--- src/rtl/uart_pkg.sv ---
// Shared UART definitions: receive/transmit state encoding and default frame geometry.
package uart_pkg;

   localparam int unsigned DATA_BITS_DEF  = 8;
   localparam int unsigned OVERSAMPLE_DEF = 16;

   typedef enum logic [2:0] {
      IDLE,
      START,
      DATA,
      STOP,
      WAIT_HIGH
   } uart_state_e;

endpackage

--- src/rtl/uart_sync2.sv ---
// Two-flop synchroniser for a single asynchronous input; both stages reset to RESET_VAL.
module uart_sync2 #(
   parameter logic RESET_VAL = 1'b1
) (
   input  logic clk,
   input  logic rst,
   input  logic i_async,
   output logic o_sync
);

   logic r_meta;
   logic r_sync;

   always_ff @(posedge clk) begin
      if (rst) begin
         r_meta <= RESET_VAL;
         r_sync <= RESET_VAL;
      end else begin
         r_meta <= i_async;
         r_sync <= r_meta;
      end
   end

   assign o_sync = r_sync;

endmodule

--- src/rtl/uart_rx.sv ---
// 8N1 UART receiver timed by a 16x oversample tick; holds each byte under a valid/ack handshake.
module uart_rx
   import uart_pkg::*;
#(
   parameter int unsigned DATA_BITS  = DATA_BITS_DEF,
   parameter int unsigned OVERSAMPLE = OVERSAMPLE_DEF
) (
   input  logic                 clk,
   input  logic                 rst,
   input  logic                 tick,
   input  logic                 rx,
   output logic [DATA_BITS-1:0] rx_data,
   output logic                 rx_valid,
   input  logic                 rx_ack,
   output logic                 frame_err,
   output logic                 overrun_err,
   output logic                 busy
);

   localparam int unsigned TW = $clog2(OVERSAMPLE);
   localparam int unsigned BW = $clog2(DATA_BITS + 1);
   localparam logic [TW-1:0] MID_TICK  = TW'(OVERSAMPLE / 2 - 1);
   localparam logic [TW-1:0] LAST_TICK = TW'(OVERSAMPLE - 1);
   localparam logic [BW-1:0] LAST_BIT  = BW'(DATA_BITS - 1);

   uart_state_e          r_state,       w_state_nxt;
   logic [TW-1:0]        r_tick_cnt,    w_tick_cnt_nxt;
   logic [BW-1:0]        r_bit_idx,     w_bit_idx_nxt;
   logic [DATA_BITS-1:0] r_shift,       w_shift_nxt;
   logic [DATA_BITS-1:0] r_data,        w_data_nxt;
   logic                 r_valid,       w_valid_nxt;
   logic                 r_frame_err,   w_frame_err_nxt;
   logic                 r_overrun_err, w_overrun_err_nxt;
   logic                 w_rx_s;

   uart_sync2 #(.RESET_VAL(1'b1)) u_sync (
      .clk     (clk),
      .rst     (rst),
      .i_async (rx),
      .o_sync  (w_rx_s)
   );

   always_ff @(posedge clk) begin
      if (rst) begin
         r_state       <= IDLE;
         r_tick_cnt    <= '0;
         r_bit_idx     <= '0;
         r_shift       <= '0;
         r_data        <= '0;
         r_valid       <= 1'b0;
         r_frame_err   <= 1'b0;
         r_overrun_err <= 1'b0;
      end else begin
         r_state       <= w_state_nxt;
         r_tick_cnt    <= w_tick_cnt_nxt;
         r_bit_idx     <= w_bit_idx_nxt;
         r_shift       <= w_shift_nxt;
         r_data        <= w_data_nxt;
         r_valid       <= w_valid_nxt;
         r_frame_err   <= w_frame_err_nxt;
         r_overrun_err <= w_overrun_err_nxt;
      end
   end

   always_comb begin
      w_state_nxt       = r_state;
      w_tick_cnt_nxt    = r_tick_cnt;
      w_bit_idx_nxt     = r_bit_idx;
      w_shift_nxt       = r_shift;
      w_data_nxt        = r_data;
      w_valid_nxt       = r_valid & ~rx_ack;
      w_frame_err_nxt   = 1'b0;
      w_overrun_err_nxt = 1'b0;

      case (r_state)
         IDLE: begin
            if (tick && !w_rx_s) begin
               w_state_nxt    = START;
               w_tick_cnt_nxt = '0;
            end
         end
         START: begin
            if (tick) begin
               if (r_tick_cnt == MID_TICK) begin
                  // a start bit that is high again at mid-bit is treated as line noise
                  w_state_nxt    = w_rx_s ? IDLE : DATA;
                  w_tick_cnt_nxt = '0;
                  w_bit_idx_nxt  = '0;
               end else begin
                  w_tick_cnt_nxt = r_tick_cnt + 1'b1;
               end
            end
         end
         DATA: begin
            if (tick) begin
               if (r_tick_cnt == LAST_TICK) begin
                  w_shift_nxt    = {w_rx_s, r_shift[DATA_BITS-1:1]};
                  w_bit_idx_nxt  = r_bit_idx + 1'b1;
                  w_tick_cnt_nxt = '0;
                  if (r_bit_idx == LAST_BIT) begin
                     w_state_nxt = STOP;
                  end
               end else begin
                  w_tick_cnt_nxt = r_tick_cnt + 1'b1;
               end
            end
         end
         STOP: begin
            if (tick) begin
               if (r_tick_cnt == LAST_TICK) begin
                  w_tick_cnt_nxt = '0;
                  if (w_rx_s) begin
                     // a new byte beats a simultaneous ack and overwrites an unread one
                     w_data_nxt        = r_shift;
                     w_valid_nxt       = 1'b1;
                     w_overrun_err_nxt = r_valid & ~rx_ack;
                     w_state_nxt       = IDLE;
                  end else begin
                     w_frame_err_nxt = 1'b1;
                     w_state_nxt     = WAIT_HIGH;
                  end
               end else begin
                  w_tick_cnt_nxt = r_tick_cnt + 1'b1;
               end
            end
         end
         WAIT_HIGH: begin
            if (tick && w_rx_s) begin
               w_state_nxt    = IDLE;
               w_tick_cnt_nxt = '0;
            end
         end
         default: begin
            w_state_nxt    = IDLE;
            w_tick_cnt_nxt = '0;
         end
      endcase
   end

   assign rx_data     = r_data;
   assign rx_valid    = r_valid;
   assign frame_err   = r_frame_err;
   assign overrun_err = r_overrun_err;
   assign busy        = (r_state != IDLE);

endmodule

--- config.mk ---
export PLATFORM = sky130hd
export DESIGN_NAME = uart_rx
export DESIGN_NICKNAME = d
export VERILOG_FILES = /design/src/rtl/uart_pkg.sv /design/src/rtl/uart_sync2.sv /design/src/rtl/uart_rx.sv
export SDC_FILE = /design/constraint.sdc
export NUM_CORES = 1
export LEC_CHECK = 0
export ABC_AREA = 0
export BUFFER_PORTS_ARGS = -buffer_cell sky130_fd_sc_hd__buf_2
export CAP_MARGIN = 20
export CORE_MARGIN = 2
export CORE_UTILIZATION = 39
export CTS_CLUSTER_SIZE = 25
export DETAILED_ROUTE_END_ITERATION = 6
export PLACE_DENSITY = 0.62
export SLEW_MARGIN = 20
export SYNTH_ARGS = -nofsm -noshare
export SYNTH_HDL_FRONTEND = slang
export SYNTH_SLANG_ARGS = --single-unit
export TNS_END_PERCENT = 50
--- constraint.sdc ---
create_clock -name clk -period 1.96 [get_ports clk]
set_clock_uncertainty 0.15 [all_clocks]
set_input_delay 0.392 -clock clk [delete_from_list [all_inputs] [get_ports clk]]
set_output_delay 0.392 -clock clk [all_outputs]
set_load 0.01 [all_outputs]
==> out/metrics.yaml, run 1 <==
ys.flop_type: "dfxtp_1"
worst_max_slew_pin_slew_ns: 0.5635
share_of_the_yosys_chip_area_belonging_to_registers: 0.4663
synthToLayoutAreaGrowth_pct: 18.31
drv_slew: 0
yosysWarningCount: 0
dp_worst_setup_slack_ns: -0.01414
edff_count_synth: 0
fmax_ghz: 0.5299
min_delay_path_depth: 2
synth.ff_latch_count: 32
cap_violations: 0
min-delay-start: "rx"
timing.hold.worst.class: "input port to flop"
timing.reg2reg.worst_path_depth: 5
grt_antenna_before_repair: 0
startpoint_type: "flop"
mappedNetlistNets: 158
detailroute.via_count: 1128
outcome: "finished, final reports clean"
r2r_slack_ns: 0.07
period_share: 0.9629
relSlewSlack: 0.6243
htree_levels: 2
setup_slack_ns: 0.07267
number_of_global_route_vias_before_repair: 1081
crit_arrival_ns: 1.99
dpl.hpwl_mm: 1.824
viasPerCell: 5.104
detail_route.wirelength_mm: 2.600
drtIter0Drc: 98
syn_inst: 151
worstReg2RegEnd: "r_tick_cnt[2]"
grt_remaining_overflow: 0
endpoint_kind: "flop"
number_of_distinct_standard_cells_referenced_by_the_synthesized_netlist: 40
row_count: 21
final.min_clock_period_ns: 1.887
hold_crit_endpoint: "u_sync.r_meta"
maximum_fanout_encountered_on_the_critical_timing_path: 12
post-route-cell-area_sq_mm: 0.001625
power-per-cell-area_mw_per_mm2: 678.8
setup_viol_count_final: 0
die_w_um: 63.35
io_buffers: 16
boundaryPins: 17
placeableCoreArea_sq_mm: 0.003363
asyncSetResetFlopFracSynth: 0
nFillCells: 353
maximum_vdd_drop_v: 0.0004268
start_util: 0.4085
synth.cell_area_sq_mm: 0.001374
gp_congestion: 0.8104
leak_pwr_nw: 0.6170
timing.rr.start: "r_state[1]"
cts_max_path_buffers: 2
iteration_count_of_the_initial_detailed_routing_pass: 4
cts_sinks: 32
whs_ns: 0.1002
grt_usage: 0.1441
routed_wire_length_per_instance_um: 11.76
floorplan.die_area_sq_mm: 0.004013
antenna_violating_nets_post_route: 0
grt_pass1_wl_mm: 4.526
critPathRequiredTime_ns: 2.07
floorplan.die.height_um: 63.35
diodes: 0
crit_path_category: "flop to flop"
worst_setup_hold_path_clk_slew_ns: 0.09
syn-mean-instance-area_sq_um: 9.098
cts_tree: "built"
drive_gt1_frac: 0.2686
cts_root_buf: "clkbuf_4"
drc_errors: 0
grt_start_max_net_pins: 32
grt_setup_unrepaired: "no"
postCtsSetupRepairBufs: 0
postPlaceCellArea_sq_mm: 0.001553
hold_buffers: 0
inserted_clock_buffers: 5
hold_violations: 0
nets: 181
clock_latency_ns: 0.33
==> flip-flops by register name, summed over array words and instances, names as in the netlist <==
name           cells
overrun_err        1
r_shift            8
rx_data            8
r_tick_cnt         4
r_state            3
rx_valid           1
r_bit_idx          4
frame_err          1
u_sync.o_sync      1
u_sync.r_meta      1
==> metal layers <==
layer | vias to the layer above | share of wire | GRT usage
met5 | - | 0 | 0
met2 | 32 | 0.47 | 0.2316
met1 | 522 | 0.45 | 0.1683
met3 | 8 | 0.052 | 0.05000
li1 | 566 | - | -
met4 | 0 | 0.024 | 0.07609
==> cells in the final DEF (no fill, tap or decap), types with 2 or more instances in the layout <==
master,synthesis,routed
clkbuf_4,0,5
buf_4,0,5
o21ai_0,6,6
dfxtp_2,0,5
or2_2,3,3
nand2_1,6,6
or4_1,3,3
inv_1,4,4
a21oi_1,9,9
nor3_1,3,3
buf_2,2,16
nor2_1,29,29
buf_12,0,2
nand3_1,3,3
nand3b_1,2,2
ha_1,2,2
mux2i_1,17,17
dfxtp_1,32,27
nand2b_1,2,2
clkbuf_1,4,2
==> where the power goes <==
part	internal [mW]	total (mW)	switching [mW]
clock	0.177	0.384	0.208
sequential	0.654	0.660	0.00563
combinational	0.0252	0.0590	0.0338
==> synth_stat cells (2+ instances only) <==
cell / n / area share
inv_1: 4 / 0.011
or4_1: 3 / 0.016
mux2i_1: 17 / 0.12
buf_2: 2 / 0.0073
nor2_1: 29 / 0.079
nor3_1: 3 / 0.011
nand3b_1: 2 / 0.011
a21oi_1: 9 / 0.033
nand2_1: 6 / 0.016
nand2b_1: 2 / 0.0091
dfxtp_1: 32 / 0.47
ha_1: 2 / 0.018
clkbuf_1: 4 / 0.011
nand3_1: 3 / 0.011
or2_2: 3 / 0.014
o21ai_0: 6 / 0.022
==> what timing repair did <==
| item | 4_1_cts | 5_1_grt |
|---|---|---|
| gates cloned | 0 | 0 |
| setup endpoints to repair | 2 | 13 |
| hold endpoints to repair | 0 | 0 |
| resized for setup | 1 | 6 |
==> cells by family after synthesis <==
family                   count (synthesis)  share of synthesized area
AND/OR/NAND/NOR                         63                     0.2350
flip-flops                              32                     0.4663
AO/OA/AOI/OAI                           25                     0.1129
multiplexers                            17                     0.1239
buffers and inverters                   11                    0.03733
adder cells (fa/ha/maj)                  2                    0.01821
XOR/XNOR                                 1                   0.006376
==> metrics by stage <==
stage | cells | TNS, ns | total power, mW | utilization
finish | 221 | 0 | 1.103 | 0.4833
floorplan | 151 | 0 | 0.7116 | -
CTS | 221 | 0 | 1.119 | 0.4795
detailed placement | 213 | -0.01414 | 0.7316 | 0.4617
global placement | 213 | 0 | 0.7301 | 0.4617
global route | 221 | 0 | 1.157 | 0.4833
==> critical path, stage by stage (launching register included) <==
cell and delay (ns):
dfxtp_2 0.46, a211o_2 0.14, nand2_1 0.07, and2_1 0.19, or4b_2 0.64, a21oi_1 0.17
==> how the worst max path moves through the flow <==
stage	from	cells after the start	to
after floorplan	r_state[1]	5	r_bit_idx[1]
after global placement	r_state[1]	5	r_tick_cnt[2]
after detailed placement	r_state[1]	5	r_tick_cnt[2]
after CTS	r_state[2]	2	busy
after global routing	r_tick_cnt[1]	7	rx_data[3]
final	r_state[1]	5	r_tick_cnt[2]
==> layout make-up <==
class / count / area, sq um / share of cell area
Clock buffer: 8 / 58.81 / 0.03618
Inverter: 4 / 15.01 / 0.009238
Tap cell: 46 / 57.56 / 0.03541
Sequential cell: 32 / 646.9 / 0.3980
Timing Repair Buffer: 23 / 157.7 / 0.09700
Multi-Input combinational cell: 108 / 689.4 / 0.4242
(Power assumes the default switching activity.)
==> run 2: changes to the inputs <==
- PLACE_DENSITY: 0.62 -> 0.61
- SYNTH_HIERARCHICAL: not set -> 1
==> run 2 against run 1 <==
Net effect:
- non-clock buffer count grew 1
- routed wire length shrank 4.0%
- flip-flop and latch count is the same
==> out/metrics.yaml, run 2 <==
setup_viol_count_final: 0
synthMostInstantiatedCell: "dfxtp_1"
power.sequential.fraction: 0.548
antenna_violating_nets_post_route: 0
postPlaceCellArea_sq_mm: 0.001541
viasPerCell: 4.995
cts_root_buf: "clkbuf_4"
gp_congestion: 0.8702
worstReg2RegEnd: "r_tick_cnt[3]"
grt_remaining_overflow: 0
drive_gt1_frac: 0.2486
htree_levels: 2
setup_slack_ns: 0.08974
cts_sinks: 32
synth.top_cell.area_share: 0.4576
p_comb_frac: 0.045
drv_slew: 0
diodes: 0
swShare: 0.2172
global_route.usage.met1: 0.1650
grt_use_met3: 0.04754
clock_latency_ns: 0.33
grt_usage: 0.1318
iteration_count_of_the_initial_detailed_routing_pass: 4
placeableCoreArea_sq_mm: 0.003390
die_w_um: 63.92
io_buffers: 16
layout.cells.most_common_list: "dfxtp_1, nor2_1, mux2i_1, buf_2, a21oi_1"
share_of_the_yosys_chip_area_belonging_to_registers: 0.4576
row_count: 21
yosysWarningCount: 6
start_util: 0.4131
detail_route.wirelength_mm: 2.497
final_common_cell: "dfxtp_1"
hold_buffers: 0
cts_max_path_buffers: 2
cts_tree: "built"
nets: 179
crit_arrival_ns: 1.33
grt_antenna_before_repair: 0
place_inst: 210
hold_crit_endpoint: "u_sync/r_meta"
post_synth_main_area_contributors: "dfxtp_1, mux2i_1, nor2_1"
min_delay_path_depth: 2
timing.reg2reg.worst_path_depth: 5
worst_setup_hold_path_clk_slew_ns: 0.11
grt_pass1_wl_mm: 4.174
dp_worst_setup_slack_ns: 0.1217
post-route-cell-area_sq_mm: 0.001647
min-delay-start: "rx"
syn_inst: 148
startpoint_type: "flop"
endpoint_kind: "primary output"
routed_wire_length_per_instance_um: 11.40
maximum_vdd_drop_v: 0.0005094
syn-mean-instance-area_sq_um: 9.460
critPathRequiredTime_ns: 1.42
finish.cell_count_without_fillers: 219
layer_carrying_the_most_global_route_usage: "met2"
mappedNetlistNets: 155
grt_start_max_net_pins: 32
ys.flop_type: "dfxtp_1"
inserted_clock_buffers: 5
drtIter0Drc: 85
boundaryPins: 17
number_of_distinct_standard_cells_referenced_by_the_synthesized_netlist: 41
crit_path_category: "flop to primary output"
global_route.usage.met2: 0.1992
number_of_global_route_vias_before_repair: 959
synth.ff_latch_count: 32
synth.cell_area_sq_mm: 0.001400
fmax_ghz: 0.5347
r2r_slack_ns: 0.17
synth.top_cells.by_count: "dfxtp_1, nor2_1, mux2i_1"
net-switching-power_mw: 0.2614
final_core_util: 0.4858
power.share.clock: 0.407
leak_pwr_nw: 0.6080
final.min_clock_period_ns: 1.870
power-per-cell-area_mw_per_mm2: 730.9
cap_violations: 0
outcome: "finished, final reports clean"
period_share: 0.9542
drc_errors: 0
asyncSetResetFlopFracSynth: 0
timing.rr.start: "r_tick_cnt[0]"
synthToLayoutAreaGrowth_pct: 17.61
total_neg_setup_slack_ns: 0
relSlewSlack: 0.6390
floorplan.die_area_sq_mm: 0.004085
whs_ns: 0.08772
grt_setup_unrepaired: "no"
worst_max_slew_pin_slew_ns: 0.5415
dpl.hpwl_mm: 1.733
timing.hold.worst.class: "input port to flop"
hold_violations: 0
synth.largest_area_cell: "dfxtp_1"
cellInternalPower_mw: 0.9421
design_power_total_mw: 1.204
edff_count_synth: 0
floorplan.die.height_um: 63.92
maximum_fanout_encountered_on_the_critical_timing_path: 6
detailroute.via_count: 1094
## run 2: changes by cell type after synthesis, moves of 2 or more
| cell | before | now |
|---|---|---|
| nand2b_1 | 2 | 5 |
| nand3_1 | 3 | 6 |
| nor2_1 | 29 | 26 |
| or2_1 | 0 | 3 |
| or2_2 | 3 | 0 |
| buf_2 | 2 | 0 |
| buf_4 | 0 | 2 |
| nor3_1 | 3 | 1 |
| o21ai_0 | 6 | 4 |
| or4_1 | 3 | 1 |
## run 2: critical path, cell delays in order, from the launching register on
cell and delay (ns):
dfxtp_1 0.38, buf_4 0.18, or3_1 0.30, buf_2 0.14
## run 2: final cells by class
cell class	count	area, sq um
inverters	4	15.01
flip-flops and latches	32	641.9
clock buffers	5	37.54
multi-input cells	105	699.4
well taps	46	57.56
repair buffers	24	152.6
clock inverters	3	42.54
fillers	321	1743
## run 2: cell families after synthesis
kind of cell	Yosys count	share of synthesized area
AO/OA/AOI/OAI	24	0.1198
adder cells (fa/ha/maj)	2	0.01787
flip-flops	32	0.4575
XOR/XNOR	1	0.006257
buffers and inverters	11	0.04557
multiplexers	17	0.1215
AND/OR/NAND/NOR	61	0.2315
## run 2: per-layer routing
metal | vias up | wire [um] | share of wire
li1 | 561 | - | -
met1 | 509 | 1291 | 0.52
met2 | 20 | 1070 | 0.43
met3 | 4 | 99 | 0.040
met4 | 0 | 35 | 0.014
met5 | - | 0 | 0
## run 2: what timing repair did
item                       in CTS  in global routing
setup endpoints to repair       0                  5
setup buffers                   0                  1
resized for setup               0                  2
## run 2: worst max-delay path by stage
stage	start	end	slack, ns	cells past startpoint
finish	r_state[0]	busy	0.09	3
global route	r_state[0]	busy	0.02	3
CTS	r_state[0]	busy	0.07	3
detailed placement	r_tick_cnt[0]	rx_data[4]	0.12	6
global placement	r_tick_cnt[0]	rx_data[3]	0.15	6
floorplan	r_tick_cnt[0]	rx_data[0]	0.17	6
## run 2: power by group through the flow
stage | Sequential, mW | Clock (mW) | Combinational (mW)
after CTS | 0.659 | 0.510 | 0.0534
final | 0.659 | 0.490 | 0.0543
after floorplan | 0.671 | 0 | 0.0456
after detailed placement | 0.674 | 0 | 0.0533
after global routing | 0.660 | 0.535 | 0.0596
after global placement | 0.674 | 0 | 0.0521
==> run 3: changes to the inputs <==
- CTS_BUF_LIST: not set -> sky130_fd_sc_hd__clkbuf_8
- CTS_CLUSTER_SIZE: 25 -> 30
==> run 3 against run 2 <==
Net effect:
- flip-flop and latch count unchanged
- critical path depth up 2
- die area unchanged
- routed wire length up 2.5%
- utilization up 0.89 points
- sequential share of layout area down 0.77 points
==> out/metrics.yaml, run 3 (synthesis results as in run 2) <==
setup_slack_ns: 0.1342
start_util: 0.4131
cts_root_buf: "clkbuf_8"
crit_path_category: "flop to flop"
hold_violations: 0
grt_usage: 0.1352
timing.hold.worst.class: "input port to flop"
design_power_total_mw: 1.331
drc_errors: 0
cts_sinks: 32
row_count: 21
crit_arrival_ns: 1.88
floorplan.die_area_sq_mm: 0.004085
maximum_fanout_encountered_on_the_critical_timing_path: 11
dp_worst_setup_slack_ns: 0.1217
outcome: "finished, final reports clean"
final_core_util: 0.4946
swShare: 0.2097
drv_slew: 0
grt_remaining_overflow: 0
cellInternalPower_mw: 1.052
power.sequential.fraction: 0.495
startpoint_type: "flop"
floorplan.die.height_um: 63.92
grt_start_max_net_pins: 32
leak_pwr_nw: 0.6205
drive_gt1_frac: 0.2428
grt_antenna_before_repair: 0
final_common_cell: "dfxtp_1"
die_w_um: 63.92
setup_viol_count_final: 0
routed_wire_length_per_instance_um: 11.69
diodes: 0
worst_max_slew_pin_slew_ns: 0.5418
period_share: 0.9315
layout.cells.most_common_list: "dfxtp_1, nor2_1, mux2i_1, buf_2, a21oi_1"
htree_levels: 2
nets: 179
cts_max_path_buffers: 2
power.share.clock: 0.464
critical_path.cell_chain: "a211o_1 -> nand2_2 -> and2_4 -> or4_1 -> a21oi_1"
net-switching-power_mw: 0.2792
number_of_global_route_vias_before_repair: 978
p_comb_frac: 0.041
grt_setup_unrepaired: "no"
cpMaxStageDelayCell: "dfxtp_1"
placeableCoreArea_sq_mm: 0.003390
worst_setup_hold_path_clk_slew_ns: 0.07
relSlewSlack: 0.6388
io_buffers: 16
synthToLayoutAreaGrowth_pct: 19.75
final.min_clock_period_ns: 1.826
gp_congestion: 0.8702
dpl.hpwl_mm: 1.733
drtIter0Drc: 75
inserted_clock_buffers: 5
cap_violations: 0
detailroute.via_count: 1097
fmax_ghz: 0.5477
grt_pass1_wl_mm: 4.257
critPathRequiredTime_ns: 2.01
cp_slowest_stage_delay_ns: 0.54
boundaryPins: 17
total_neg_setup_slack_ns: 0
power-per-cell-area_mw_per_mm2: 794.1
detail_route.wirelength_mm: 2.560
iteration_count_of_the_initial_detailed_routing_pass: 4
antenna_violating_nets_post_route: 0
maximum_vdd_drop_v: 0.0003884
cts_tree: "built"
viasPerCell: 5.009
endpoint_kind: "flop"
clock_latency_ns: 0.28
## run 3: repair_timing
item                       CTS  global route
setup buffers                0             1
hold buffers                 0             0
setup endpoints to repair    0             7
gates resized for setup      0             1
## run 3: critical path: cells and delay by family (launching register included)
| kind | cells | cell delay (ns) |
|---|---|---|
| AOI/OAI and AO/OA | 2 | 0.31 |
| DFF | 1 | 0.54 |
| and+or+nand+nor | 3 | 0.76 |
## run 3: final timing paths
kind	from	endpoint	slack, ns	depth (start not counted)
hold reg to reg	u_sync/r_meta	u_sync/o_sync	0.27	1
hold / removal	rx	u_sync/r_meta	0.14	2
setup / recovery	r_state[1]	r_tick_cnt[3]	0.13	5
setup reg to reg	r_state[1]	r_tick_cnt[3]	0.13	5
## run 3: layout make-up
cell class	count	area, sq um
Clock inverter	3	42.54
Tap cell	46	57.56
Timing Repair Buffer	24	152.6
Sequential cell	32	640.6
Inverter	4	15.01
Fill cell	318	1713
Multi-Input combinational cell	105	699.4
Clock buffer	5	68.82
## run 3: stage by stage
step                cell area, sq um  hold slack, ns  instances
floorplan                       1400          0.2332        148
global placement                1541          0.2449        210
detailed placement              1541          0.2560        210
CTS                             1653          0.1378        218
global route                    1677          0.1394        219
finish                          1677          0.1415        219
## run 3: layer usage
metal | vias to the layer above | routed length [um] | global-route usage
li1 | 558 | - | -
met1 | 516 | 1287 | 0.1685
met5 | - | 0 | 0
met2 | 21 | 1127 | 0.2031
met3 | 2 | 117 | 0.04754
met4 | 0 | 27 | 0.07337
## run 3: power groups by stage
| stage | Combinational, mW | Clock [mW] | Sequential (mW) |
|---|---|---|---|
| 6_report | 0.0545 | 0.617 | 0.660 |
| 3_5_place_dp | 0.0533 | 0 | 0.674 |
| 4_1_cts | 0.0535 | 0.639 | 0.659 |
| 5_1_grt | 0.0597 | 0.668 | 0.660 |
| 2_1_floorplan | 0.0456 | 0 | 0.671 |
| 3_3_place_gp | 0.0521 | 0 | 0.674 |
